--- src/rtl/serial_add_pkg.sv ---
// Shared constants for the bit-serial adder controller: state encoding and default width.
package serial_add_pkg;

    typedef enum logic [1:0] {
        IDLE = 2'b00,
        RUN  = 2'b01,
        DONE = 2'b10
    } serial_add_state_e;

    localparam int unsigned DEFAULT_WIDTH = 8;

endpackage

--- src/rtl/fulladder.sv ---
// Single-bit full adder, sequenced bit-serially by serial_add_ctrl.
module fulladder (
    input  logic a,
    input  logic b,
    input  logic cin,
    output logic s,
    output logic cout
);

    assign s    = a ^ b ^ cin;
    assign cout = (a & b) | (cin & (a ^ b));

endmodule

--- src/rtl/serial_add_ctrl.sv ---
// Bit-serial add/subtract controller built around one full adder, LSB first.
// Subtraction (a - b) is available only when SERIAL_ADD_SUB_EN is defined.
module serial_add_ctrl
    import serial_add_pkg::*;
#(
    parameter int unsigned WIDTH = DEFAULT_WIDTH
) (
    input  logic             clk,
    input  logic             rst,
    input  logic             start,
    input  logic             sub,
    input  logic [WIDTH-1:0] a,
    input  logic [WIDTH-1:0] b,
    output logic             busy,
    output logic             done,
    output logic [WIDTH-1:0] sum,
    output logic             cout,
    output logic             ovf
);

`ifdef SERIAL_ADD_SUB_EN
    localparam logic SUB_EN = 1'b1;
`else
    localparam logic SUB_EN = 1'b0;
`endif

    localparam int unsigned CW = $clog2(WIDTH + 1);
    localparam logic [CW-1:0] LAST = CW'(WIDTH - 1);

    serial_add_state_e state_q, state_d;
    logic [WIDTH-1:0]  a_q, a_d, b_q, b_d, sum_q, sum_d;
    logic [CW-1:0]     cnt_q, cnt_d;
    logic              sub_q, sub_d, carry_q, carry_d, cout_q, cout_d, ovf_q, ovf_d;
    logic              fa_s, fa_co;

    // b is inverted on its way into the adder so the operand register keeps the raw value
    fulladder u_fa (
        .a    (a_q[0]),
        .b    (b_q[0] ^ sub_q),
        .cin  (carry_q),
        .s    (fa_s),
        .cout (fa_co)
    );

    always_ff @(posedge clk or posedge rst) begin
        if (rst) begin
            state_q <= IDLE;
        end else begin
            state_q <= state_d;
        end
    end

    always_comb begin
        state_d = state_q;
        a_d     = a_q;
        b_d     = b_q;
        sub_d   = sub_q;
        carry_d = carry_q;
        cnt_d   = cnt_q;
        sum_d   = sum_q;
        cout_d  = cout_q;
        ovf_d   = ovf_q;
        unique case (state_q)
            IDLE: begin
                if (start) begin
                    a_d     = a;
                    b_d     = b;
                    sub_d   = sub & SUB_EN;
                    carry_d = sub & SUB_EN;
                    cnt_d   = '0;
                    state_d = RUN;
                end
            end
            RUN: begin
                a_d     = a_q >> 1;
                b_d     = b_q >> 1;
                sum_d   = {fa_s, sum_q[WIDTH-1:1]};
                carry_d = fa_co;
                cnt_d   = cnt_q + CW'(1);
                if (cnt_q == LAST) begin
                    // carry_q is the carry into the MSB at this point
                    cout_d  = fa_co;
                    ovf_d   = fa_co ^ carry_q;
                    state_d = DONE;
                end
            end
            DONE: begin
                state_d = IDLE;
            end
            default: begin
                state_d = IDLE;
            end
        endcase
    end

    always_ff @(posedge clk or posedge rst) begin
        if (rst) begin
            a_q     <= '0;
            b_q     <= '0;
            sub_q   <= 1'b0;
            carry_q <= 1'b0;
            cnt_q   <= '0;
            sum_q   <= '0;
            cout_q  <= 1'b0;
            ovf_q   <= 1'b0;
        end else begin
            a_q     <= a_d;
            b_q     <= b_d;
            sub_q   <= sub_d;
            carry_q <= carry_d;
            cnt_q   <= cnt_d;
            sum_q   <= sum_d;
            cout_q  <= cout_d;
            ovf_q   <= ovf_d;
        end
    end

    assign busy = (state_q != IDLE);
    assign done = (state_q == DONE);
    assign sum  = sum_q;
    assign cout = cout_q;
    assign ovf  = ovf_q;

endmodule

--- config.mk ---
export PLATFORM = sky130hd
export DESIGN_NAME = serial_add_ctrl
export DESIGN_NICKNAME = d
export VERILOG_FILES = /design/src/rtl/serial_add_pkg.sv /design/src/rtl/fulladder.sv /design/src/rtl/serial_add_ctrl.sv
export SDC_FILE = /design/constraint.sdc
export NUM_CORES = 1
export LEC_CHECK = 0
export ABC_AREA = 1
export CAP_MARGIN = 20
export CORE_MARGIN = 2
export CORE_UTILIZATION = 45
export DETAILED_ROUTE_END_ITERATION = 7
export PLACE_DENSITY = 0.74
export SYNTH_ARGS = -nofsm -noshare
export SYNTH_HDL_FRONTEND = slang
export SYNTH_SLANG_ARGS = --single-unit
export TNS_END_PERCENT = 30
--- constraint.sdc ---
create_clock -name clk -period 1.2 [get_ports clk]
set_input_delay 0.18 -clock clk [delete_from_list [all_inputs] [get_ports clk]]
set_output_delay 0.18 -clock clk [all_outputs]
set_load 0.02 [all_outputs]
Word-level counts from Yosys, hierarchy flattened
Index checks and enable logic that the tools add are counted.

word-level totals
  register bits after elaboration = 33
  output and inout port bits = 12
  word-level logic and storage cells = 37

cells by class
  mux-type cells = 11
  add/sub/neg operators = 1
  bitwise gates (word level) = 6
  eq/ne operators = 5
  reduce and logical (&&, ||, !) cells = 6

operator list
  cell                 count
  $pmux 8 s2           2
  $mux 8               2
  $pmux 4 s2           1
  $reduce_and 2->1     3
  $add 4x1->4 const B  1
  $eq 4x3->1 const B   1
  $mux 2               2
  $mux 4               1
  $ne 2x2->1 const B   2
  $pmux 2 s2           1
  $reduce_bool 2->1    2
  $xor 1x1->1          3
  $and 1x1->1          2
  $eq 2x1->1 const B   1
  $eq 2x2->1 const B   1
  $logic_not 2->1      1
  $pmux 1 s2           1
  $mux 1               1
  $or 1x1->1           1

Longest topological paths before layout
  depth in word-level cells = 4
  gate-level depth with buffers = 7

Hierarchy
From an unflattened synthesis, not the netlist that was laid out.

second synthesis, totals
  cells, all modules = 172
  area, all modules = 1,478.9 µm²

modules (own cells, without submodules)
  module           cells each  times used  area an instance (µm²)
  serial_add_ctrl  171         1           1,458.9
  fulladder        1           1           20.0

Worst setup path before layout
OpenSTA, ideal clock, no wires.

  path type = flip-flop to flip-flop
  from = register carry_q
  to = register ovf_q (netlist: ovf)
  required time = 1,084 ps
  setup time = 116 ps
  path slack = -14 ps
  arrival time = 1,098 ps
  buffers on the path = 0
  cell stages (with the launch flop) = 6
  period minus slack after synthesis = 1,214 ps
  cells stage by stage = dfrtp_1 > inv_1 > fa_1 > xnor2_1 > nand2_1 > nand2_1

on the way
  longest elaborated chain between the ends = 3

RTL lines
  what                    line                    source
  start, declared         serial_add_ctrl.sv:33   logic sub_q, sub_d, carry_q, carry_d, cout_q, cout_d, ovf_q, ovf_d;
  start signal, assigned  serial_add_ctrl.sv:110  carry_q <= carry_d;
  $and 1x1->1             fulladder.sv:11         assign cout = (a & b) | (cin & (a ^ b));
  $or 1x1->1              fulladder.sv:11
  $xor 1x1->1 (*)         serial_add_ctrl.sv:83   ovf_d = fa_co ^ carry_q;
  end signal, assigned    serial_add_ctrl.sv:114  ovf_q <= ovf_d;
  end, declared           serial_add_ctrl.sv:33

Every way passes the cells marked *; elsewhere a longest branch is shown, timed or not.
A chain may end at the register's enable or synchronous reset.

Final worst setup path
  from = register state_q[0]
  to = output port done

on the way
  longest elaborated chain between the ends = 1

RTL lines
  what                    line                    source
  start, declared         serial_add_ctrl.sv:30   serial_add_state_e state_q, state_d;
  start signal, assigned  serial_add_ctrl.sv:49   state_q <= state_d;
  $eq 2x2->1              serial_add_ctrl.sv:119  assign done = (state_q == DONE);
  end, declared           serial_add_ctrl.sv:15   output logic done,

Every way passes these cells.

==> flow_summary.json <==
{
  "seqPwrFrac": 0.356,
  "p_leak_nw": 1.156,
  "cts_root_buf": "clkbuf_4",
  "pwr-share-comb": 0.534,
  "min_period_ns": 1.311,
  "swShare": 0.4188,
  "diodes": 0,
  "critical_path.max_stage_delay_ns": 0.43,
  "finalCritPeriodShare": 1.093,
  "hold_buffers": 0,
  "cts_made_buffers": 5,
  "total_power_mw": 5.363,
  "p_switching_mw": 2.246,
  "final_area_um2": 2148,
  "fp.dieW_um": 63.19,
  "skew_ns": 0.007249,
  "synth_ff_type": "dfrtp_1",
  "drive_above_1_share": 0.1976,
  "power_density_nw_per_um2": 2496,
  "synth_top_family_by_area": "simple AND/OR/NAND/NOR gates",
  "grt_antenna_before_repair": 0,
  "critPathLaunch": "state_q[0]",
  "crit_buf_inv": 1,
  "die_h_um": 63.19,
  "stdcell_count": 299,
  "synth_compound_area_frac": 0.02619,
  "cp_top_family": "flip-flops",
  "syn_to_final_growth_pct": 36.27,
  "gr-usage-met2": 0.3152,
  "rsz0062_at_grt": "yes",
  "yosys-top-cells-area": "dfrtp_1, nand2_1, nand3_1",
  "synth.distinct_cells": 17,
  "placed_cell_area_um2": 2019,
  "drt_iter0_markers": 47,
  "min-delay-path-class": "in2async",
  "syn_area_per_cell_um2": 7.805,
  "htree_levels": 2,
  "synth_most_common_cell": "nand2_1",
  "core_area_um2": 3363,
  "fin_ws_ns": -0.1112,
  "setup_violations": 25,
  "clk_pin_slew_ns": 0.10,
  "hold_viol": 0,
  "worstPathCellList": "nor2_1, buf_4",
  "grt-ovfl-total": 0,
  "start_kind": "flip-flop",
  "worst_skew_pair.late_latency_ns": 0.33,
  "required_ns": 1.02,
  "r2r_cells": 7,
  "dr.pass1.iters": 4,
  "synth.cell_area_um2": 1577,
  "synthXorXnorAreaFrac": 0.005556,
  "track_usage": 0.1889,
  "synthCells": 202,
  "final-max-slew-violation-count": 0,
  "io_buffers": 30,
  "gp_congestion": 0.7159,
  "violations": "negative setup slack",
  "dieArea_um2": 3993,
  "crit_arrival_ns": 1.13,
  "wl_per_cell_um": 12.14,
  "gr-usage-met1": 0.2289,
  "path_max_fanout": 3,
  "reg2reg_to": "a_q[1]",
  "grt_max_degree": 34,
  "ys_async_sr_fraction": 1.000,
  "synth_top_area_share": 0.5238,
  "start_util": 0.4687,
  "drc": 0,
  "ant_nets": 0,
  "clock_power_share": 0.110,
  "synth-edff-count": 0,
  "grt_pass1_vias": 1316,
  "cts_buffer_depth": 2,
  "regToRegStartpoint": "state_q[0]",
  "placed_cells": 284,
  "p_int_mw": 3.117,
  "grt_use_met3": 0.05536,
  "place_hpwl_mm": 2.417,
  "drt_wl_total_mm": 3.630,
  "cts_sinks": 33,
  "synth_common_cells": "nand2_1, dfrtp_1, nand3_1, inv_1, nor2_1",
  "synthAdderAreaFrac": 0.02063,
  "cp-end-kind": "output pin",
  "nNetsFinal": 274,
  "cts_tree": "done",
  "fill_cells": 323,
  "design.portCount": 32,
  "max-vdd-ir-drop_mv": 1.293,
  "max_slew_margin": 0.8786,
  "ys_ff_latch": 33,
  "viasPerCell": 4.712,
  "yosysWarnings": 0,
  "yosysSeqAreaShare": 0.5238,
  "vias": 1409,
  "max_freq_ghz": 0.7627,
  "dp_slack_ns": -0.1636,
  "synthesis.nets": 224,
  "rows": 21,
  "tightest_slew_ns": 0.1814,
  "synthSimpleGateAreaFrac": 0.3571,
  "path_class": "reg2out",
  "drv_cap": 0,
  "grt_pass1_wl_mm": 5.851,
  "synth_area_leader_cell": "dfrtp_1",
  "gr-max-usage-layer": "met2",
  "status": "finished, violations left",
  "cp_slowest_cell": "dfrtp_1",
  "synth_mux_area_frac": 0,
  "reg2reg_setup_slack_ns": -0.11
}
-- kinds of logic (layout without fill, tap and decap cells) --
family | count (synthesis) | after routing
AO/OA/AOI/OAI | 6 | 6
adder cells (fa/ha/maj) | 2 | 2
AND/OR/NAND/NOR | 141 | 141
buffers and inverters | 19 | 70
XOR/XNOR | 1 | 1
flip-flops | 33 | 33
-- timing repair --
item,in CTS,in global routing
pin swaps,5,0
resized for setup,55,19
gates cloned,0,1
setup buffers,1,5
setup endpoints to repair,36,41
-- layout make-up --
type	instances	area, um2	area share
clock buffer	8	48.80	0.02271
inverter	10	45.04	0.02097
multi-input combinational	150	676.9	0.3151
sequential	33	825.8	0.3844
tap	46	57.56	0.02679
timing repair buffer	51	488.0	0.2271
timing repair inverter	1	6.256	0.002912
-- state kept, by name, indices dropped and copies added, names as in the netlist --
name / cells
cout: 1
b_q: 8
carry_q: 1
sum: 8
cnt_q: 4
a_q: 8
ovf: 1
state_q: 2
-- worst min-delay path: cells and delay by family --
| family | cells | cell delay, ns |
|---|---|---|
| buffers and inverters | 3 | 0.69 |
-- cells in the final DEF, fill, tap and decap left out --
cell,netlist,routed
buf_6,2,9
nor2_2,0,1
inv_2,3,1
dfrtp_1,33,33
nand2_8,0,1
xnor2_1,1,1
clkdlybuf4s15_2,0,1
buf_12,0,3
buf_4,4,10
clkbuf_4,0,5
buf_2,3,9
buf_8,0,1
inv_1,7,7
nand3_1,19,19
nand4_1,1,1
nand2_1,115,114
clkdlybuf4s50_1,0,18
inv_4,0,2
o21ai_4,1,1
nor2_1,5,3
clkbuf_1,0,3
ha_1,1,1
nand2_2,0,1
fa_2,0,1
o21ai_1,1,2
o21ai_2,0,2
clkinv_4,0,1
nor2_4,0,1
o21ai_0,4,1
-- worst max-delay path by stage --
stage                     cells after the start      to  slack, ns
after floorplan                               3  sum[7]       0.05
after global placement                        2    done      -0.14
after detailed placement                      2    done      -0.16
after CTS                                     2    done      -0.08
after global routing                          7  a_q[1]      -0.19
final                                         2    done      -0.11
-- power by group through the flow --
stage / Sequential (mW) / Combinational, mW / Clock [mW]
floorplan: 2.03 / 1.49 / 0
global placement: 1.90 / 2.53 / 0
detailed placement: 1.91 / 2.62 / 0
CTS: 1.90 / 2.74 / 0.605
global route: 1.97 / 3.19 / 0.659
finish: 1.91 / 2.87 / 0.590
-- per-layer routing --
layer	share of wire	vias up	wire, um
li1	-	721	-
met1	0.42	651	1522
met2	0.51	28	1856
met3	0.045	9	163
met4	0.024	0	88
met5	0	-	0
-- metrics by stage --
step / utilization / setup TNS [ns] / hold slack [ns]
2_1_floorplan: - / 0 / 0.3010
3_3_place_gp: 0.6004 / -1.028 / 0.4607
3_5_place_dp: 0.6004 / -1.251 / 0.4641
4_1_cts: 0.6313 / -1.477 / 0.1752
5_1_grt: 0.6388 / -3.769 / 0.1807
6_report: 0.6388 / -1.814 / 0.1762
(Power assumes the default switching activity.)
